[src/rtl/alu_exec_unit.sv]
// -----------------------------------------------------------------------------
// alu_exec_unit
//
// Single-cycle execute stage of a classic MIPS-style pipeline. Decodes the
// main-control ALU class plus the instruction funct field into a 3-bit ALU
// control, performs the ALU operation, and computes pc + 4 and the branch
// target. All outputs are registered; the result appears one cycle after the
// operands are presented with in_valid=1.
//
// Ports
//   clk            : sole clock, rising-edge
//   rst            : synchronous, active-high reset
//   in_valid       : operands/controls valid this cycle
//   alu_op [1:0]   : ALU class (00 add, 01 sub, 10 R-type via funct, 11 add)
//   funct  [5:0]   : instruction function field
//   src_a, src_b   : ALU operands
//   pc             : current instruction address
//   imm_ext        : sign-extended 16-bit immediate
//   out_valid      : registered outputs hold a valid result
//   alu_ctrl [2:0] : registered decoded ALU control
//   result         : registered ALU result
//   zero           : registered (result == 0)
//   pc_plus4       : registered pc + 4
//   branch_target  : registered pc + 4 + (imm_ext << 2)
// -----------------------------------------------------------------------------
module alu_exec_unit #(
    parameter int WIDTH = 32
) (
    input  logic             clk,
    input  logic             rst,
    input  logic             in_valid,
    input  logic [1:0]       alu_op,
    input  logic [5:0]       funct,
    input  logic [WIDTH-1:0] src_a,
    input  logic [WIDTH-1:0] src_b,
    input  logic [WIDTH-1:0] pc,
    input  logic [WIDTH-1:0] imm_ext,
    output logic             out_valid,
    output logic [2:0]       alu_ctrl,
    output logic [WIDTH-1:0] result,
    output logic             zero,
    output logic [WIDTH-1:0] pc_plus4,
    output logic [WIDTH-1:0] branch_target
);

    typedef enum logic [2:0] {
        CTRL_AND = 3'b000,
        CTRL_OR  = 3'b001,
        CTRL_ADD = 3'b010,
        CTRL_SUB = 3'b110,
        CTRL_SLT = 3'b111
    } alu_ctrl_e;

    localparam logic [5:0] FUNCT_ADD = 6'b100000;
    localparam logic [5:0] FUNCT_SUB = 6'b100010;
    localparam logic [5:0] FUNCT_AND = 6'b100100;
    localparam logic [5:0] FUNCT_OR  = 6'b100101;
    localparam logic [5:0] FUNCT_SLT = 6'b101010;

    logic [2:0]       ctrl_next;
    logic [WIDTH-1:0] result_next;
    logic [WIDTH-1:0] pc_plus4_next;
    logic [WIDTH-1:0] branch_target_next;

    // ALU control decode
    always_comb begin
        // NOTE: assigning a default before the case keeps every path driven,
        // so no latch is inferred when a case arm is missing or added later.
        ctrl_next = CTRL_ADD;
        unique case (alu_op)
            2'b00: ctrl_next = CTRL_ADD;
            2'b01: ctrl_next = CTRL_SUB;
            2'b11: ctrl_next = CTRL_ADD;
            2'b10: begin
                case (funct)
                    FUNCT_ADD: ctrl_next = CTRL_ADD;
                    FUNCT_SUB: ctrl_next = CTRL_SUB;
                    FUNCT_AND: ctrl_next = CTRL_AND;
                    FUNCT_OR:  ctrl_next = CTRL_OR;
                    FUNCT_SLT: ctrl_next = CTRL_SLT;
                    default:   ctrl_next = CTRL_ADD;
                endcase
            end
            default: ctrl_next = CTRL_ADD;
        endcase
    end

    // ALU datapath; add/sub wrap naturally at WIDTH bits, carry is dropped.
    always_comb begin
        result_next = '0;
        case (ctrl_next)
            CTRL_AND: result_next = src_a & src_b;
            CTRL_OR:  result_next = src_a | src_b;
            CTRL_ADD: result_next = src_a + src_b;
            CTRL_SUB: result_next = src_a - src_b;
            CTRL_SLT: result_next = {{(WIDTH-1){1'b0}}, ($signed(src_a) < $signed(src_b))};
            default:  result_next = '0;  // 011/100/101 are never decoded
        endcase
    end

    // Shifting in WIDTH bits drops imm_ext's top two bits, as intended.
    assign pc_plus4_next      = pc + WIDTH'(4);
    assign branch_target_next = pc_plus4_next + (imm_ext << 2);

    always_ff @(posedge clk) begin
        // NOTE: non-blocking assignments here so every register samples the
        // pre-edge values, independent of statement order.
        if (rst) begin
            out_valid     <= 1'b0;
            alu_ctrl      <= '0;
            result        <= '0;
            zero          <= 1'b0;
            pc_plus4      <= '0;
            branch_target <= '0;
        end else begin
            out_valid <= in_valid;
            // Idle cycles hold the previous result so downstream can still read it.
            if (in_valid) begin
                alu_ctrl      <= ctrl_next;
                result        <= result_next;
                zero          <= (result_next == '0);
                pc_plus4      <= pc_plus4_next;
                branch_target <= branch_target_next;
            end
        end
    end

endmodule

[config.mk]
export PLATFORM = sky130hd
export DESIGN_NAME = alu_exec_unit
export DESIGN_NICKNAME = d
export VERILOG_FILES = /design/src/rtl/alu_exec_unit.sv
export SDC_FILE = /design/constraint.sdc
export NUM_CORES = 1
export LEC_CHECK = 0
export BUFFER_PORTS_ARGS = -buffer_cell sky130_fd_sc_hd__buf_2
export CAP_MARGIN = 10
export CORE_MARGIN = 8
export CORE_UTILIZATION = 39
export DETAILED_ROUTE_END_ITERATION = 7
export GPL_TIMING_DRIVEN = 1
export SYNTH_ARGS = -nofsm -noshare
export SYNTH_HDL_FRONTEND = slang
export SYNTH_SLANG_ARGS = --single-unit
export TNS_END_PERCENT = 1
[constraint.sdc]
create_clock -name clk -period 11.45 [get_ports clk]
set_input_delay 0.5725 -clock clk [delete_from_list [all_inputs] [get_ports clk]]
set_output_delay 0.5725 -clock clk [all_outputs]
set_load 0.02 [all_outputs]
## Word level (Yosys, flattened, before mapping)

Index checks and enable logic that the tools add are counted.
W data, S select, Z words.

| storage, ports and cells | value |
|---|---|
| flip-flop bits (word level) | 101 |
| output and inout port bits | 101 |

| operators by class | value |
|---|---|
| add/subtract/negate cells | 4 |
| order comparisons | 1 |
| equal/unequal tests | 11 |
| muxes and demuxes | 3 |
| bitwise logic cells | 2 |
| reduce and logical (&&, ||, !) cells | 4 |

Operators by type and width:

| operator | count |
|---|---|
| $pmux W32 S5 | 1 |
| $add A32 B32 Y32 | 2 |
| $add A32 B3 Y32 const B | 1 |
| $and A32 B32 Y32 | 1 |
| $logic_not A32 Y1 | 1 |
| $lt A32 B32 Y1 | 1 |
| $or A32 B32 Y32 | 1 |
| $sub A32 B32 Y32 | 1 |
| $eq A6 B6 Y1 const B | 4 |
| $pmux W3 S4 | 1 |
| $pmux W3 S3 | 1 |
| $eq A3 B3 Y1 const B | 2 |
| $eq A2 B2 Y1 const B | 2 |
| $eq A3 B1 Y1 const B | 1 |
| $eq A3 B2 Y1 const B | 1 |
| $logic_not A3 Y1 | 1 |
| $eq A2 B1 Y1 const B | 1 |
| $logic_not A2 Y1 | 1 |
| $reduce_or A2 Y1 | 1 |

## Longest topological paths before layout

Gate-level depths: netlist of the first run.

| logic depth | value |
|---|---|
| depth in word-level cells | 6 |
| depth in mapped cells | 19 |
| gate-level depth less buffers | 19 |

## Worst setup path before layout of the first run

No wires, ideal clock.

| path | value |
|---|---|
| path kind | input-to-reg |
| from | input port pc[2] |
| to | register branch_target[31] |
| setup time | 0.059 ns |
| data arrival time | 4.112 ns |
| required time | 11.391 ns |
| slack | 7.279 ns |
| stages | 19 |
| path buffers | 1 |
| path through | ha_1 -> and3_1 -> nand2_1 -> nor2_1 -> and3_1 -> xor2_1 -> ha_1 -> clkbuf_1 -> a21o_1 -> a21o_1 -> a21o_1 -> a2111oi_0 -> o21ai_0 -> a21oi_1 -> o21ai_1 -> o41a_1 -> a21oi_1 -> nor4b_1 -> o31a_1 |

| on the way | value |
|---|---|
| longest elaborated chain between the ends | 2 |

RTL lines:

| element | RTL line | text |
|---|---|---|
| from (decl) | 36 | `input logic [WIDTH-1:0] pc,` |
| $add A32 B3 Y32 | 102 | `assign pc_plus4_next = pc + WIDTH'(4);` |
| named net pc_plus4_next[18] | 62 | `logic [WIDTH-1:0] pc_plus4_next;` |
| $add A32 B32 Y32 | 103 | `assign branch_target_next = pc_plus4_next + (imm_ext << 2);` |
| to (signal assigned) | 123 | `branch_target <= branch_target_next;` |
| to (decl) | 43 | `output logic [WIDTH-1:0] branch_target` |

The timed path passes the listed nets, and every way through them passes these cells.
A chain may end at the register's enable or synchronous reset.

## Worst setup path in the final report of the first run

| path | value |
|---|---|
| from | input port pc[4] |
| to | register branch_target[31] |

The elaborated chain is that of the path after synthesis.

==> flow_metrics.env, run 1 <==
export IMPL_synth_area_um2=10600
export IMPL_largest_net_degree_at_the_start_of_global_routing=63
export IMPL_numClockSinks=99
export IMPL_whs_endpoint="pc_plus4[1]"
export IMPL_timing_worst_setup_path_type="input pin to flop"
export IMPL_synthArstFlopShare_pct=0
export IMPL_outcome="complete, no violations"
export IMPL_numPortBuffers=237
export IMPL_antenna_violation_net_count_after_detailed_routing=0
export IMPL_worst_r2r_dst="branch_target[31]"
export IMPL_placed_area_um2=12000
export IMPL_totalPowerFinal_uw=1260
export IMPL_tritoncts="yes"
export IMPL_cellLeakagePower_uw=0.00595
export IMPL_post_cts_buffers=0
export IMPL_final_seq_area_um2=1980
export IMPL_worst_skew_pair_late_latency_ns=0.35
export IMPL_route_final_wire_length_um=35800
export IMPL_period_minus_ws_final_ns=4.73
export IMPL_sequential_element_share_of_the_synthesized_area_pct=18.6
export IMPL_grt_use_total_pct=20.9
export IMPL_yosys_synthesis_warning_count=0
export IMPL_routabilityCongestion=0.928
export IMPL_num_nets_final=1870
export IMPL_slew_headroom_pct=38.3
export IMPL_total_neg_setup_slack_ns=0
export IMPL_clkSlewWorstSetupHoldPaths_ns=0.08
export IMPL_ctsResizeCount=0
export IMPL_hold_path_cell_count=3
export IMPL_critical_path_launch_point_type="input pin"
export IMPL_rows=60
export IMPL_post_route_worst_setup_slack_ns=6.72
export IMPL_synth_area_per_cell_um2=7.56
export IMPL_regToRegSetupSlack_ns=10.56
export IMPL_drt_pre_antenna_iters=5
export IMPL_post_route_period_util_pct=41.3
export IMPL_report_final_setup_viol=0
export IMPL_synth_nets=1685
export IMPL_grt_setup_unrepaired="no"
export IMPL_synth_seq_cells=99
export IMPL_cts_made_buffers=9
export IMPL_multi_input_comb_area_um2=7940
export IMPL_hold_violations=0
export IMPL_cap_viol_max_count=0
export IMPL_worstReg2RegStart="branch_target[31]"
export IMPL_post_route_cell_area_um2=12300
export IMPL_syn_inst=1407
export IMPL_yosys_top_cells_count="183 x sky130_fd_sc_hd__nor2_1, 136 x sky130_fd_sc_hd__ha_1, 106 x sky130_fd_sc_hd__inv_1"
export IMPL_antenna_found_initial=1
export IMPL_synth_top_area_share_pct=18.6
export IMPL_critical_path_peak_fanout=7
export IMPL_num_fill_cells=2833
export IMPL_synthMostInstantiatedCell="sky130_fd_sc_hd__nor2_1"
export IMPL_post_synth_num_cell_types=89
export IMPL_post_route_cells_drive_above_1_share_pct=19.2
export IMPL_ctsHoldBuffers=0
export IMPL_htree_levels=3
export IMPL_clockRootBuffer="sky130_fd_sc_hd__clkbuf_16"
export IMPL_worstRegToRegCells=3
export IMPL_total_congestion_overflow_after_global_routing=0
export IMPL_post_place_ws_ns=6.38
export IMPL_worst_ep_required_time_ns=11.75
export IMPL_worst_endpoint_arrival_ns=5.03
export IMPL_synth_top_area_cells="sky130_fd_sc_hd__dfxtp_1 19%, sky130_fd_sc_hd__ha_1 16%, sky130_fd_sc_hd__nor2_1 6.5%, sky130_fd_sc_hd__a21oi_1 4.6%, sky130_fd_sc_hd__mux2i_1 4.5%"
export IMPL_area_delta_synth_final_pct=15.7
export IMPL_timing_critical_path_to_type="flop"
export IMPL_top_level_i_o_count=240
export IMPL_die_w_um=181
export IMPL_finalMaxSlewViolations=0
export IMPL_first_pass_grt_wire_length_um=56700
export IMPL_max_slew_worst_pin_slew_ns=0.918
export IMPL_utilization_pct=45.8
export IMPL_dr_total_vias=11016
export IMPL_power_per_cell_area_nw_per_um2=102
export IMPL_detail_route_vias_per_cell=5.68
export IMPL_die_y_um=181
export IMPL_hold_path_class="input pin to flop"
export IMPL_post_synth_edffs=0
export IMPL_min_delay_startpoint="pc[1]"
export IMPL_detailed_place_hpwl_um=28300
export IMPL_grt_pass1_vias=10689
export IMPL_power_ir_vdd_worst_v=0.0000592
export IMPL_initial_core_util_pct=39.6
export IMPL_worst_clock_skew_ns=0
export IMPL_synthDominantAreaCellType="sky130_fd_sc_hd__dfxtp_1"
export IMPL_clock_tree_buffer_depth=2
export IMPL_synth_top_flop_cell="sky130_fd_sc_hd__dfxtp_1"
export IMPL_core_area_um2=26900
export IMPL_drt_drc_violations_left=0
export IMPL_floorplan_die_area_um2=32800
export IMPL_fmax_mhz=211
export IMPL_initialDrtViolationCount=903
export IMPL_avgRoutedWirePerCell_um=18.5
-- layout make-up --
| cell class | instances | area share (%) |
|---|---|---|
| Antenna cell | 1 | 0.0203 |
| Multi-Input combinational cell | 1129 | 64.5 |
| Sequential cell | 99 | 16.1 |
| Clock inverter | 6 | 0.468 |
| Tap cell | 341 | 3.47 |
| Clock buffer | 10 | 1.94 |
| Inverter | 108 | 3.29 |
| Timing Repair Buffer | 245 | 10.2 |
-- cells by family after synthesis --
logic type / synth area share (%)
muxes: 4.63
AOI/OAI and AO/OA: 27.3
DFF: 18.6
and+or+nand+nor: 21.3
adders and majority gates: 16.6
xor gates and xnor gates: 4.70
buffers and inverters: 6.89
-- cell usage in the layout, fill, tap and decap left out, types with 11 or more instances in the layout --
master,n
sky130_fd_sc_hd__o21a_1,12
sky130_fd_sc_hd__nor2b_1,13
sky130_fd_sc_hd__nor2_1,183
sky130_fd_sc_hd__a21o_1,33
sky130_fd_sc_hd__nand3_1,33
sky130_fd_sc_hd__ha_1,136
sky130_fd_sc_hd__nor3_1,46
sky130_fd_sc_hd__a21oi_1,96
sky130_fd_sc_hd__buf_2,235
sky130_fd_sc_hd__xor2_1,24
sky130_fd_sc_hd__mux2i_1,48
sky130_fd_sc_hd__a211oi_1,36
sky130_fd_sc_hd__nand2b_1,17
sky130_fd_sc_hd__a31oi_1,14
sky130_fd_sc_hd__a221oi_1,11
sky130_fd_sc_hd__xnor2_1,33
sky130_fd_sc_hd__nand2_1,95
sky130_fd_sc_hd__and3_1,13
sky130_fd_sc_hd__dfxtp_1,99
sky130_fd_sc_hd__nand4_1,17
sky130_fd_sc_hd__inv_1,106
sky130_fd_sc_hd__o21ai_0,51
sky130_fd_sc_hd__o31ai_1,13
sky130_fd_sc_hd__o211ai_1,15
-- worst max path at each step --
| stage | slack, ns | startpoint | endpoint | cells after the start |
|---|---|---|---|---|
| after CTS | 6.75 | pc[4] | branch_target[31] | 17 |
| after global routing | 6.33 | pc[4] | branch_target[31] | 17 |
| after floorplan | 7.28 | pc[2] | branch_target[31] | 19 |
| after global placement | 6.49 | pc[4] | branch_target[31] | 17 |
| after detailed placement | 6.38 | pc[4] | branch_target[31] | 17 |
| final | 6.72 | pc[4] | branch_target[31] | 17 |
-- stage by stage --
step | std cells | hold slack [ns]
3_3_place_gp | 1922 | 0.443
4_1_cts | 1938 | 0.440
5_1_grt | 1939 | 0.459
2_1_floorplan | 1407 | 0.535
6_report | 1939 | 0.451
3_5_place_dp | 1922 | 0.450
-- worst max-delay path: stages --
cell	delay (ns)
sky130_fd_sc_hd__buf_2	0.11
sky130_fd_sc_hd__and3_1	0.18
sky130_fd_sc_hd__nand3_1	0.20
sky130_fd_sc_hd__nor4_2	0.57
sky130_fd_sc_hd__nand3_1	0.38
sky130_fd_sc_hd__xnor2_1	0.30
sky130_fd_sc_hd__ha_1	0.35
sky130_fd_sc_hd__a21o_1	0.19
sky130_fd_sc_hd__a21o_1	0.18
sky130_fd_sc_hd__a2111oi_0	0.38
sky130_fd_sc_hd__o21ai_0	0.14
sky130_fd_sc_hd__a21oi_1	0.25
sky130_fd_sc_hd__o21ai_1	0.15
sky130_fd_sc_hd__o41a_1	0.36
sky130_fd_sc_hd__a21oi_1	0.23
sky130_fd_sc_hd__nor4b_1	0.30
sky130_fd_sc_hd__o31a_1	0.17
-- registers in the layout, indices dropped and copies added (netlist names) --
register       flops
pc_plus4          32
result            32
branch_target     30
alu_ctrl           3
out_valid          1
zero               1
-- power by group --
part	leakage [µW]	internal [µW]	switching, µW
registers	0.000819	375	16.4
clock network	0.000147	159	162
logic	0.00499	208	339
total	0.00595	742	518
-- routing by layer --
metal / up-vias / global-route usage, % / share of wire, %
met5: - / 0 / 0
met4: 0 / 4.56 / 1.3
met3: 32 / 4.09 / 7.0
met2: 388 / 35.2 / 46
met1: 5144 / 27.1 / 46
li1: 5452 / - / -
Power figures use the tool's default switching activity.
==> inputs of run 2 (changes only) <==
Clock period 11.45 ns to 4.4 ns, I/O delays scaled along.
==> run 2 against run 1 <==
Net effect:
- clock power grew to 2.6 times the previous value
- global-route usage grew 0.26 points
- cell count up 1.2%
- routed wire length increased by 1.7%
- register-to-register slack lost 7.1 ns
- critical path type unchanged
- critical endpoint unchanged
- critical path depth is 2 higher
- combinational power rose to 2.7 times the previous value
- utilization rose by 0.68 points
- clock skew is the same
==> flow_metrics.env, run 2 (synthesized netlist as in run 1, its figures left out) <==
export IMPL_post_route_cell_area_um2=12500
export IMPL_initial_core_util_pct=39.6
export IMPL_numClockSinks=99
export IMPL_top_level_i_o_count=240
export IMPL_detail_route_vias_per_cell=5.65
export IMPL_critical_path_peak_fanout=4
export IMPL_grt_use_total_pct=21.1
export IMPL_total_neg_setup_slack_ns=0
export IMPL_cap_viol_max_count=0
export IMPL_core_area_um2=26900
export IMPL_fmax_mhz=256
export IMPL_commonest_cells_after_routing_fill_and_taps_aside="235 x sky130_fd_sc_hd__buf_2, 183 x sky130_fd_sc_hd__nor2_1, 136 x sky130_fd_sc_hd__ha_1"
export IMPL_drt_drc_violations_left=0
export IMPL_numPortBuffers=237
export IMPL_mostFrequentLayoutCell="sky130_fd_sc_hd__buf_2"
export IMPL_first_pass_grt_wire_length_um=57000
export IMPL_slew_headroom_pct=28.9
export IMPL_timing_worst_setup_path_type="input pin to flop"
export IMPL_routabilityCongestion=0.906
export IMPL_num_fill_cells=2740
export IMPL_ctsResizeCount=0
export IMPL_area_delta_synth_final_pct=17.5
export IMPL_share_clk_of_total_power_pct=25.3
export IMPL_antenna_violation_net_count_after_detailed_routing=0
export IMPL_timing_critical_path_to_type="flop"
export IMPL_hold_path_class="input pin to flop"
export IMPL_power_ir_vdd_worst_v=0.000149
export IMPL_max_slew_worst_pin_slew_ns=1.07
export IMPL_worst_ep_required_time_ns=4.70
export IMPL_power_per_cell_area_nw_per_um2=265
export IMPL_rows=60
export IMPL_outcome="complete, no violations"
export IMPL_min_delay_startpoint="pc[0]"
export IMPL_route_final_wire_length_um=36400
export IMPL_hold_violations=0
export IMPL_placed_area_um2=12200
export IMPL_clkSlewWorstSetupHoldPaths_ns=0.08
export IMPL_report_final_setup_viol=0
export IMPL_critical_path_startpoint="pc[3]"
export IMPL_ctsHoldBuffers=0
export IMPL_worst_skew_pair_late_latency_ns=0.35
export IMPL_period_minus_ws_final_ns=3.91
export IMPL_die_w_um=181
export IMPL_cellLeakagePower_uw=0.00607
export IMPL_floorplan_die_area_um2=32800
export IMPL_largest_net_degree_at_the_start_of_global_routing=79
export IMPL_num_nets_final=1893
export IMPL_worst_clock_skew_ns=0
export IMPL_grt_pass1_vias=10839
export IMPL_finalNonFillerCells=1962
export IMPL_dp_cells=1945
export IMPL_total_congestion_overflow_after_global_routing=0
export IMPL_initialDrtViolationCount=846
export IMPL_critical_path_launch_point_type="input pin"
export IMPL_combinationalPowerShare_pct=43.8
export IMPL_totalPowerFinal_uw=3310
export IMPL_avgRoutedWirePerCell_um=18.6
export IMPL_htree_levels=3
export IMPL_post_cts_buffers=0
export IMPL_seq_power_share_pct=30.8
export IMPL_dr_total_vias=11088
export IMPL_drt_pre_antenna_iters=6
export IMPL_post_route_cells_drive_above_1_share_pct=20.4
export IMPL_power_share_switching_pct=41.1
export IMPL_worstReg2RegStart="branch_target[31]"
export IMPL_die_y_um=181
export IMPL_detailed_place_hpwl_um=29000
export IMPL_post_route_period_util_pct=88.9
export IMPL_antenna_found_initial=1
export IMPL_worst_endpoint_arrival_ns=4.21
export IMPL_cts_made_buffers=9
export IMPL_internal_power_uw=1950
export IMPL_finalMaxSlewViolations=0
export IMPL_clockRootBuffer="sky130_fd_sc_hd__clkbuf_16"
export IMPL_layout_top_registers="pc_plus4 (32), result (32), branch_target (30)"
export IMPL_grt_setup_unrepaired="no"
export IMPL_switchingPower_uw=1360
export IMPL_tritoncts="yes"
export IMPL_clock_tree_buffer_depth=2
run 2: changes by cell type in the layout (fill, tap and decap cells not counted):
cell	change
sky130_fd_sc_hd__o21bai_4	-1
sky130_fd_sc_hd__buf_12	+1
sky130_fd_sc_hd__inv_8	-1
sky130_fd_sc_hd__clkinv_4	-1
sky130_fd_sc_hd__buf_4	+22
sky130_fd_sc_hd__o21bai_2	+1
sky130_fd_sc_hd__clkinvlp_4	+1
sky130_fd_sc_hd__clkinv_8	+1
run 2: final timing paths:
check | slack, ns | cells after the start | to
worst max-delay path | 0.49 | 19 | branch_target[31]
worst min-delay path | 0.10 | 3 | pc_plus4[0]
worst max register to register | 3.50 | 3 | branch_target[31]
worst min register to register | 0.45 | 2 | pc_plus4[13]
run 2: layer usage:
layer | track usage [%] | part of all wire (%)
met2 | 35.4 | 45
met3 | 4.53 | 7.1
met5 | 0 | 0
met1 | 27.0 | 45
met4 | 5.90 | 2.3
run 2: area by class of cell:
| class | count | area [µm²] | share of cell area, % |
|---|---|---|---|
| diodes | 1 | 2.50 | 0.0200 |
| multi-input cells | 1129 | 7930 | 63.5 |
| flip-flops and latches | 99 | 1980 | 15.9 |
| well taps | 341 | 427 | 3.42 |
| repair buffers | 268 | 1440 | 11.5 |
| inverters | 108 | 405 | 3.25 |
| clock buffers | 10 | 239 | 1.91 |
| clock inverters | 6 | 61.3 | 0.491 |
run 2: worst max-delay path, cell delays in order:
cell                        delay, ns
sky130_fd_sc_hd__buf_2           0.10
sky130_fd_sc_hd__ha_1            0.19
sky130_fd_sc_hd__and3_1          0.24
sky130_fd_sc_hd__nand2_1         0.08
sky130_fd_sc_hd__nor2_1          0.22
sky130_fd_sc_hd__and3_1          0.24
sky130_fd_sc_hd__xor2_1          0.21
sky130_fd_sc_hd__ha_1            0.28
sky130_fd_sc_hd__a21o_1          0.18
sky130_fd_sc_hd__a21o_1          0.18
sky130_fd_sc_hd__a21o_1          0.17
sky130_fd_sc_hd__a2111oi_0       0.38
sky130_fd_sc_hd__o21ai_0         0.15
sky130_fd_sc_hd__a21oi_1         0.25
sky130_fd_sc_hd__o21ai_1         0.14
sky130_fd_sc_hd__o41a_1          0.35
sky130_fd_sc_hd__a21oi_1         0.19
sky130_fd_sc_hd__nor4b_1         0.26
sky130_fd_sc_hd__o31a_1          0.17
run 2: per-stage QoR:
stage	setup slack (ns)	hold WS [ns]	util, %
finish	0.487	0.102	46.5
global placement	0.175	0.442	45.3
global route	0.179	0.109	46.5
CTS	0.492	0.0965	46.4
floorplan	0.582	0.320	-
detailed placement	0.135	0.445	45.3
run 2: power groups by stage:
stage	Clock, µW	Sequential [µW]	Combinational, µW
after floorplan	0	1130	889
after global placement	0	1040	1420
after detailed placement	0	1040	1440
after CTS	866	1020	1440
after global routing	895	1030	1590
final	839	1020	1450
